### config.mk
export PLATFORM = sky130hd
export DESIGN_NAME = tube_scroller
export DESIGN_NICKNAME = d
export VERILOG_FILES = /design/src/rtl/flappy_pkg.sv /design/src/rtl/tube_lfsr.sv /design/src/rtl/tube_scroller.sv
export SDC_FILE = /design/constraint.sdc
export NUM_CORES = 1
export LEC_CHECK = 0
export BUFFER_PORTS_ARGS = -buffer_cell sky130_fd_sc_hd__buf_2
export CORE_MARGIN = 10
export CORE_UTILIZATION = 60
export DETAILED_ROUTE_END_ITERATION = 8
export PLACE_DENSITY = 0.94
export SYNTH_ARGS = -nofsm -noshare
export SYNTH_HDL_FRONTEND = slang
export SYNTH_SLANG_ARGS = --single-unit
### constraint.sdc
create_clock -name clk -period 4.6 [get_ports clk]
set_input_delay 0.23 -clock clk [delete_from_list [all_inputs] [get_ports clk]]
set_output_delay 0.23 -clock clk [all_outputs]
set_load 0.02 [all_outputs]
### src/rtl/flappy_pkg.sv
// Shared definitions for the Flappy Bird tube scroller.
//  - state_t   : scroller FSM states
//  - XW        : width of every x / height quantity
//  - LFSR_SEED : non-zero seed of the height LFSR
//  - lfsr_step : one Fibonacci step, taps 16,14,13,11
package flappy_pkg;

    typedef enum logic [1:0] {
        ST_IDLE = 2'd0,
        ST_RUN  = 2'd1,
        ST_HALT = 2'd2
    } state_t;

    localparam int          XW        = 12;
    localparam int          NUM_TUBES = 5;
    localparam int          LFSR_W    = 16;
    localparam logic [15:0] LFSR_SEED = 16'hACE1;

    // Shift left, feedback from taps 16,14,13,11 (bits 15,13,12,10).
    function automatic logic [15:0] lfsr_step(input logic [15:0] v);
        return {v[14:0], v[15] ^ v[13] ^ v[12] ^ v[10]};
    endfunction

endpackage

### src/rtl/tube_lfsr.sv
// 16-bit Fibonacci LFSR used to randomise tube gap heights.
// Ports:
//  clk     in   clock
//  rst_n   in   async active-low reset (loads LFSR_SEED)
//  advance in   step the register by one position this clock
//  value   out  current register contents (never all-zero)
module tube_lfsr
    import flappy_pkg::*;
(
    input  logic              clk,
    input  logic              rst_n,
    input  logic              advance,
    output logic [LFSR_W-1:0] value
);

    // LFSR state register.
    always_ff @(posedge clk or negedge rst_n) begin
        if (!rst_n) begin
            value <= LFSR_SEED;
        end else if (advance) begin
            value <= lfsr_step(value);
        end else begin
            value <= value;
        end
    end

endmodule

### src/rtl/tube_scroller.sv
// Five scrolling tube obstacles: x positions, gap heights and a pass pulse.
// Scene steps once every FRAME_DIV frames (frames counted from vga_vs rises).
// Ports:
//  clk, rst_n          pixel clock, async active-low reset
//  vga_vs              vertical sync, asynchronous, synchronised here
//  start, crash        level controls for the IDLE/RUN/HALT FSM
//  tube0..4_x / _h     tube left edge and gap-top height (registered)
//  pass_pulse          1-clk pulse after a step in which a tube crossed BIRD_X
//  running             high while in RUN
module tube_scroller
    import flappy_pkg::*;
#(
    parameter int X_START      = 640,
    parameter int TUBE_SPACING = 160,
    parameter int SPEED        = 2,
    parameter int FRAME_DIV    = 4,
    parameter int BIRD_X       = 120,
    parameter int H_MIN        = 80,
    parameter int H_BITS       = 7,
    parameter int H_INIT       = 144
) (
    input  logic          clk,
    input  logic          rst_n,
    input  logic          vga_vs,
    input  logic          start,
    input  logic          crash,
    output logic [XW-1:0] tube0_x,
    output logic [XW-1:0] tube1_x,
    output logic [XW-1:0] tube2_x,
    output logic [XW-1:0] tube3_x,
    output logic [XW-1:0] tube4_x,
    output logic [XW-1:0] tube0_h,
    output logic [XW-1:0] tube1_h,
    output logic [XW-1:0] tube2_h,
    output logic [XW-1:0] tube3_h,
    output logic [XW-1:0] tube4_h,
    output logic          pass_pulse,
    output logic          running
);

    // Worst-case wrap sum is (SPEED-1) + 5*TUBE_SPACING - SPEED.
    if (X_START + 4 * TUBE_SPACING >= 4096 || 5 * TUBE_SPACING - 1 >= 4096 ||
        TUBE_SPACING <= SPEED || SPEED < 1 || SPEED > 15 ||
        FRAME_DIV < 1 || FRAME_DIV > 16 || H_BITS < 1 || H_BITS > 11 ||
        H_MIN + (1 << H_BITS) - 1 >= 4096 || H_INIT >= 4096 || BIRD_X >= 4096) begin : g_param_check
        $error("tube_scroller: illegal parameter combination");
    end

    localparam logic [XW-1:0] SPEED_X  = XW'(SPEED);
    localparam logic [XW-1:0] WRAP_ADD = XW'(NUM_TUBES * TUBE_SPACING - SPEED);
    localparam logic [XW-1:0] BIRD_XX  = XW'(BIRD_X);
    localparam logic [XW-1:0] H_MIN_X  = XW'(H_MIN);
    localparam logic [XW-1:0] H_INIT_X = XW'(H_INIT);
    localparam logic [3:0]    DIV_LAST = 4'(FRAME_DIV - 1);

    logic [2:0]        vs_sync_r;
    logic              frame_tick_r;
    state_t            state_r;
    state_t            state_nx;
    logic              reload_s;
    logic [3:0]        div_cnt_r;
    logic [3:0]        div_nx;
    logic              step_s;
    logic [LFSR_W-1:0] lfsr_s;
    logic              lfsr_unused_s;
    logic [XW-1:0]     tube_x_r [NUM_TUBES];
    logic [XW-1:0]     tube_h_r [NUM_TUBES];
    logic [XW-1:0]     x_nx_s   [NUM_TUBES];
    logic [XW-1:0]     h_nx_s   [NUM_TUBES];
    logic              cross_s  [NUM_TUBES];
    logic              any_cross_s;
    logic              pass_pulse_r;
    logic              running_r;

    // Sync flops reset high so a vga_vs already high at reset release is not seen as a rise.
    always_ff @(posedge clk or negedge rst_n) begin
        if (!rst_n) begin
            vs_sync_r    <= 3'b111;
            frame_tick_r <= 1'b0;
        end else begin
            vs_sync_r    <= {vs_sync_r[1:0], vga_vs};
            frame_tick_r <= vs_sync_r[1] & ~vs_sync_r[2];
        end
    end

    tube_lfsr u_lfsr (
        .clk     (clk),
        .rst_n   (rst_n),
        .advance (frame_tick_r),
        .value   (lfsr_s)
    );

    // Only the low H_BITS feed the heights; the rest is intentionally dropped.
    assign lfsr_unused_s = ^lfsr_s;

    // FSM next state; crash is tested before start so it wins in RUN.
    always_comb begin
        state_nx = state_r;
        reload_s = 1'b0;
        case (state_r)
            ST_IDLE: begin
                if (start) state_nx = ST_RUN;
                else       state_nx = ST_IDLE;
            end
            ST_RUN: begin
                if (crash) state_nx = ST_HALT;
                else       state_nx = ST_RUN;
            end
            ST_HALT: begin
                if (start) begin
                    state_nx = ST_IDLE;
                    reload_s = 1'b1;
                end else begin
                    state_nx = ST_HALT;
                end
            end
            default: begin
                state_nx = ST_IDLE;
                reload_s = 1'b1;
            end
        endcase
    end

    // Frame divider: counts ticks only in RUN, step on the wrapping tick.
    always_comb begin
        div_nx = div_cnt_r;
        step_s = 1'b0;
        if (state_r == ST_RUN && frame_tick_r) begin
            if (div_cnt_r == DIV_LAST) begin
                div_nx = 4'd0;
                step_s = 1'b1;
            end else begin
                div_nx = div_cnt_r + 4'd1;
            end
        end else begin
            div_nx = div_cnt_r;
        end
    end

    for (genvar i = 0; i < NUM_TUBES; i++) begin : g_lane
        localparam logic [XW-1:0] X_RST = XW'(X_START + i * TUBE_SPACING);

        // Lane next position/height; a wrapping tube draws a new height from the pre-advance LFSR.
        always_comb begin
            x_nx_s[i]  = tube_x_r[i];
            h_nx_s[i]  = tube_h_r[i];
            cross_s[i] = 1'b0;
            if (step_s) begin
                if (tube_x_r[i] >= SPEED_X) begin
                    x_nx_s[i] = tube_x_r[i] - SPEED_X;
                end else begin
                    x_nx_s[i] = tube_x_r[i] + WRAP_ADD;
                    h_nx_s[i] = H_MIN_X + XW'(lfsr_s[H_BITS-1:0]);
                end
                cross_s[i] = (tube_x_r[i] >= BIRD_XX) && (x_nx_s[i] < BIRD_XX);
            end else begin
                cross_s[i] = 1'b0;
            end
        end

        // Lane registers: reload on IDLE entry, otherwise take the stepped value.
        always_ff @(posedge clk or negedge rst_n) begin
            if (!rst_n) begin
                tube_x_r[i] <= X_RST;
                tube_h_r[i] <= H_INIT_X;
            end else if (reload_s) begin
                tube_x_r[i] <= X_RST;
                tube_h_r[i] <= H_INIT_X;
            end else begin
                tube_x_r[i] <= x_nx_s[i];
                tube_h_r[i] <= h_nx_s[i];
            end
        end
    end

    // Any lane crossing merges into a single pulse.
    always_comb begin
        any_cross_s = 1'b0;
        for (int i = 0; i < NUM_TUBES; i++) begin
            any_cross_s = any_cross_s | cross_s[i];
        end
    end

    // Control registers: FSM state, divider, pass pulse and running flag.
    always_ff @(posedge clk or negedge rst_n) begin
        if (!rst_n) begin
            state_r      <= ST_IDLE;
            div_cnt_r    <= 4'd0;
            pass_pulse_r <= 1'b0;
            running_r    <= 1'b0;
        end else begin
            state_r      <= state_nx;
            div_cnt_r    <= reload_s ? 4'd0 : div_nx;
            pass_pulse_r <= any_cross_s & ~reload_s;
            running_r    <= (state_nx == ST_RUN);
        end
    end

    assign tube0_x    = tube_x_r[0];
    assign tube1_x    = tube_x_r[1];
    assign tube2_x    = tube_x_r[2];
    assign tube3_x    = tube_x_r[3];
    assign tube4_x    = tube_x_r[4];
    assign tube0_h    = tube_h_r[0];
    assign tube1_h    = tube_h_r[1];
    assign tube2_h    = tube_h_r[2];
    assign tube3_h    = tube_h_r[3];
    assign tube4_h    = tube_h_r[4];
    assign pass_pulse = pass_pulse_r;
    assign running    = running_r;

endmodule

* Word-level counts from Yosys, hierarchy flattened
Index checks and enable logic that the tools add are counted.
Word-level totals: memories kept 0, RAM bits 0, flip-flop bits (word level) 148, latch bits 0, bits in read-only memories 0, input port bits 5
Operators by class: shifts and indexed selects 0, multiplexer cells 51, reductions and logical operators 15, bitwise logic cells 11, divide/modulo/power cells 0, eq/ne operators 9, order comparisons 15, multipliers 0, $add $sub $neg 12
Operators with widths (count):
- 12-bit two-way mux | 35
- 12-bit by 10-bit adder with 12-bit output, second input constant | 5
- 12-bit by 2-bit >= comparator with 1-bit output, second input constant | 5
- 12-bit by 7-bit >= comparator with 1-bit output, second input constant | 5
- 12-bit by 7-bit < comparator with 1-bit output, second input constant | 5
- 12-bit by 2-bit subtractor with 12-bit output, second input constant | 5
- 4-bit two-way mux | 3
- 2-bit != test, second input constant | 5
- 2-bit AND reduction | 5
- 1-bit two-way mux | 9
- 7-bit by 7-bit adder with 8-bit output, first input constant | 1
- 1-bit logical AND | 6
- 2-bit case mux with 3 select lines | 1
- 4-bit by 1-bit adder with 4-bit output, second input constant | 1
- 2-bit by 1-bit equality test with 1-bit output, second input constant | 2
- 4-bit by 2-bit equality test with 1-bit output, second input constant | 1
- 2-bit two-way mux | 2
- 1-bit bitwise OR | 4
- 2-bit nonzero test | 2
- 1-bit XOR | 3
- 1-bit AND | 2
- 2-bit equality test, second input constant | 1
- 2-bit logical NOT | 1
- 1-bit NOT | 2
- 2 further kinds | 2

* Logic depth before layout (Yosys ltp)
word-level depth 12, mapped depth 9

* Modules after synthesis
Synthesis repeated with hierarchy kept, for this count alone.
Second synthesis, totals: cell total of the unflattened synthesis 722, area, all modules 6683.9 um2
Modules (own cells, without submodules):
- tube_scroller | instances 1, area an instance 6008.3 um2, cells each 684
- tube_lfsr | instances 1, area an instance 675.6 um2, cells each 38

* Worst setup path before layout
No wires, ideal clock.
path kind flip-flop to flip-flop, start point register tube_x_r, in the netlist tube4_x[2], end point register pass_pulse_r (netlist: pass_pulse), stages on the path, launching flop included 8, slack 2.599 ns, required time 4.512 ns, path buffers 0, arrival time 1.912 ns, clock period less this slack 2.001 ns, path through dfrtp_1 inv_1 ha_1 nor3b_1 nand2_1 a2111oi_0 a32oi_1 a41oi_1
Between the ends: cells in the longest elaborated chain, start to end 8
RTL lines:
- start, declared | RTL line tube_scroller.sv:66 | logic [XW-1:0] tube_x_r [NUM_TUBES];
- start signal, assigned by index | RTL line tube_scroller.sv:170 | tube_x_r[i] <= x_nx_s[i];
- 12-bit by 10-bit adder with 12-bit output (tied with other cells) | RTL line tube_scroller.sv:152 | x_nx_s[i] = tube_x_r[i] + WRAP_ADD;
- 12-bit two-way mux | RTL line tube_scroller.sv:149 | if (tube_x_r[i] >= SPEED_X) begin
- 12-bit two-way mux | RTL line tube_scroller.sv:148 | if (step_s) begin
- 12-bit by 7-bit < comparator with 1-bit output | RTL line tube_scroller.sv:155 | cross_s[i] = (tube_x_r[i] >= BIRD_XX) && (x_nx_s[i] < BIRD_XX);
- 1-bit logical AND * | RTL line tube_scroller.sv:155
- 1-bit two-way mux * | RTL line tube_scroller.sv:148
- 1-bit bitwise OR * | RTL line tube_scroller.sv:180 | any_cross_s = any_cross_s | cross_s[i];
- 1-bit AND * | RTL line tube_scroller.sv:194 | pass_pulse_r <= any_cross_s & ~reload_s;
- end signal, assigned | RTL line tube_scroller.sv:194
- end, declared | RTL line tube_scroller.sv:72 | logic pass_pulse_r;
Mark *: on every way between the ends. The rest lies on a longest branch, timed or not. The select of a mux whose other input is x is not followed. A chain may end at the register's enable or synchronous reset.

* Final worst setup path
start point register frame_tick_r, end point register tube_x_r, in the netlist tube0_x[10]
Between the ends: cells in the longest elaborated chain, start to end 3
RTL lines:
- start, declared | RTL line tube_scroller.sv:57 | logic frame_tick_r;
- start signal, assigned | RTL line tube_scroller.sv:82 | frame_tick_r <= vs_sync_r[1] & ~vs_sync_r[2];
- 1-bit logical AND | RTL line tube_scroller.sv:128 | if (state_r == ST_RUN && frame_tick_r) begin
- 1-bit two-way mux | RTL line tube_scroller.sv:128
- 2-bit nonzero test (no line)
Every way passes these cells.

==> results.md <==
* Worst Tran Pin Value at 1.10 ns
* Critical-path maximum fanout at 29
* Leakage at approximately 3.5 nW
* Final setup vio count at 0
* Clk buf depth at 2
* Critical Path End Type: register
* Die height at 124 µm
* Syn Std Cell Area at 0.00644 mm²
* Final std cells w/o fill at about 930
* Ports at ~130
* First-pass GRT wire length at roughly 28000 µm
* Routed len/inst at roughly 18 µm
* Status: finished, final reports clean
* # hold bufs at CTS at 2
* Part of the power in registers at 37.7%
* Synth Register Bits at 123
* Pint at 0.00272 W
* Worst r2r src: frame_tick_r$_DFF_PN0_
* Setup TNS Final at 0 ns
* Die W at 124 µm
* 1st-pass router iterations at 6
* Area Overhead vs Synth at 17.2%
* Post-synth cell types at 66
* Area contributors post-synth: dfrtp_1, dfstp_2, o21ai_0
* Fin nets at 799
* Crit path capture: tube0_x[10]$_DFFE_PN0P_
* CTS tree: yes
* Share of cells above drive strength 1 at 25.8%
* Area post-placement at 0.00692 mm²
* Worst hold path type: input port to register
* Rows at 37
* Post-layout util at 72.8%
* Internal reg-to-reg setup slack at 1.54 ns
* Total CTS buffers at 17
* Post-synth EDFFs at 0
* Diode count at 0
* H-Tree Depth at 4
* Vias at 5673
* PwrDens at 575 mW/mm²
* Post-synth top area share at 34.2%
* Sw Ratio at a little under two fifths
* Post-synth top area cell: dfrtp_1
* Crit. Startpoint: frame_tick_r$_DFF_PN0_
* R2R Path End: tube0_x[10]$_DFFE_PN0P_
* CTS sink count at 123
* Pin count of the biggest net entering global routing at 82
* Power Total at 0.00434 W
* Avg Inst Size Synth at 9.36 µm²
* Most frequent cell after synthesis: o21ai_0
* Clk pwr share at 31.2%
* Setup crit start kind: register
* Power share of the combinational group at 31.0%
* Slew HR at 26.5%
* Core area at 0.0104 mm²
* Final WL at 16800 µm
* GPL Wtd Cong at between 0.9 and 1
* GR Util All Layers at 22.3%
* Cell area after layout at ~0.0075 mm²
* FF-to-FF path depth at 5
* Antenna violations before repair at 0
* Vias per inst at 6.09
* Post-CTS Resized at 0
* Crit Path Class: register to register
* HPWL after DPL at 11300 µm
* Vias in the first global route at 5541
* Fin. max-slew vios at 0
* # DRC at 0
* Worst-Skew Late Latency at 0.53 ns
* Starting Density at 62.1%
* Max Cap Viol at 0
* RSZ-0062 raised after global routing: no
* Die area at 0.0153 mm²
* Period Utilization, post-route at 66.6%
* Most instantiated cells after synthesis: o21ai_0, nand2_1, dfrtp_1
* Worst endpoint required time at between 5 and 6 ns
* Asr flop ratio synth at 100%
* Final-report hold violation count at 0
* Port Buf Inserts at 101
* Post-Syn Instances at 688
* Post-CTS Setup Inserts at 0
* Sequential share of the synthesized area at between 40% and 50%
* ANT nets after route at 0
* Synth warnings at 0
* Peak Freq at 327 MHz
* Primary FF master, synth: dfrtp_1
* Clock Skew at 0.00999 ns
* DRT iter0 DRCs at 702
* P_sw at about 0.0016 W
* Worst EP arrival at between 3 and 4 ns
* CTS Root Cell: clkbuf_8
* Placed instance count at 897
* Clock slew at reported path FFs at 0.06 ns
* IR drop worst, VDD at 0.000401 V
* Minimum clock period at about 3 ns
* Total gr overflow at 0
==> flip-flops by register name, summed over array words and instances (netlist names), 11 cells and up <==
signal	cells
tube0_x	11
tube1_x	11
tube2_x	11
tube3_x	11
tube4_x	11
u_lfsr.value	16
==> critical path, cell delays in order (launching register included) <==
cell and delay [ns]:
dfrtp_1 0.85, nand3_2 0.20, or3_1 0.55, nand2_1 0.81
o21ai_0 0.23, a22o_1 0.29
==> layout make-up <==
type / count / area (µm²)
flip-flops and latches: 123 / 3120
multi-input cells: 511 / 3010
fillers: 733 / 2820
repair buffers: 107 / 558
clock buffers: 22 / 463
well taps: 136 / 170
clock inverters: 10 / 141
inverters: 22 / 82.6
==> through the flow <==
step	hold slack (ns)	setup WS, ns
2_1_floorplan	-0.0656	2.60
4_1_cts	0.0308	1.60
5_1_grt	0.0599	1.30
6_report	0.0408	1.54
3_5_place_dp	0.337	1.64
3_3_place_gp	0.337	1.82
==> kinds of logic (layout without fill, tap and decap cells) <==
family          Yosys count  after routing  synth area share, %
buf+inv                  78            161                 6.20
mux                      31             31                 5.25
compound gates          203            203                 18.3
simple gates            228            228                 17.7
other cells               1             25               0.0582
xor+xnor                 12             12                 1.63
fa+ha+maj                12             12                 2.33
flops                   123            123                 48.5
==> cell usage in the layout, fill, tap and decap left out, drive strengths merged, types with 3 or more instances in the layout <==
cell type,n
clkbuf,22
xor2,3
o32ai,3
or4,3
mux2,22
nor3b,5
xnor2,9
ha,12
conb,25
dfstp,35
mux2i,9
inv,22
nor3,16
a21oi,39
nor2,45
a2111oi,3
o21ai,105
nand2b,7
o22ai,8
nand4,9
a21boi,3
clkinv,5
o31ai,8
a31oi,8
and3,6
dfrtp,88
a41oi,3
nand3,19
or3,5
nand2,92
nor4,8
bufinv,3
buf,105
o21bai,4
nor2b,4
==> how the worst min path moves through the flow <==
stage / startpoint / end / slack, ns / depth (start not counted)
final: crash / state_r[1]$_DFF_PN0_ / 0.04 / 3
after detailed placement: vga_vs / vs_sync_r[0]$_DFF_PN1_ / 0.34 / 1
after CTS: crash / state_r[1]$_DFF_PN0_ / 0.03 / 3
after floorplan: rst_n / div_cnt_r[0]$_DFFE_PN0P_ / -0.07 / 0
after global routing: crash / state_r[1]$_DFF_PN0_ / 0.06 / 3
after global placement: vga_vs / vs_sync_r[0]$_DFF_PN1_ / 0.34 / 1
==> power groups by stage <==
stage	registers [W]	logic, W	clock network (W)
after floorplan	0.00177	0.000759	0
after global placement	0.00162	0.00128	0
after detailed placement	0.00164	0.00134	0
after CTS	0.00163	0.00135	0.00136
after global routing	0.00167	0.00150	0.00142
final	0.00164	0.00135	0.00136
==> layer usage <==
metal  global-route usage, %  wire, µm  vias to the layer above
met1                    27.6      6710                     2720
met2                    35.5      7990                      311
li1                        -         -                     2596
met3                    7.42      1700                       46
met5                       0         0                        -
met4                    8.30       357                        0
(Power assumes the default switching activity.)
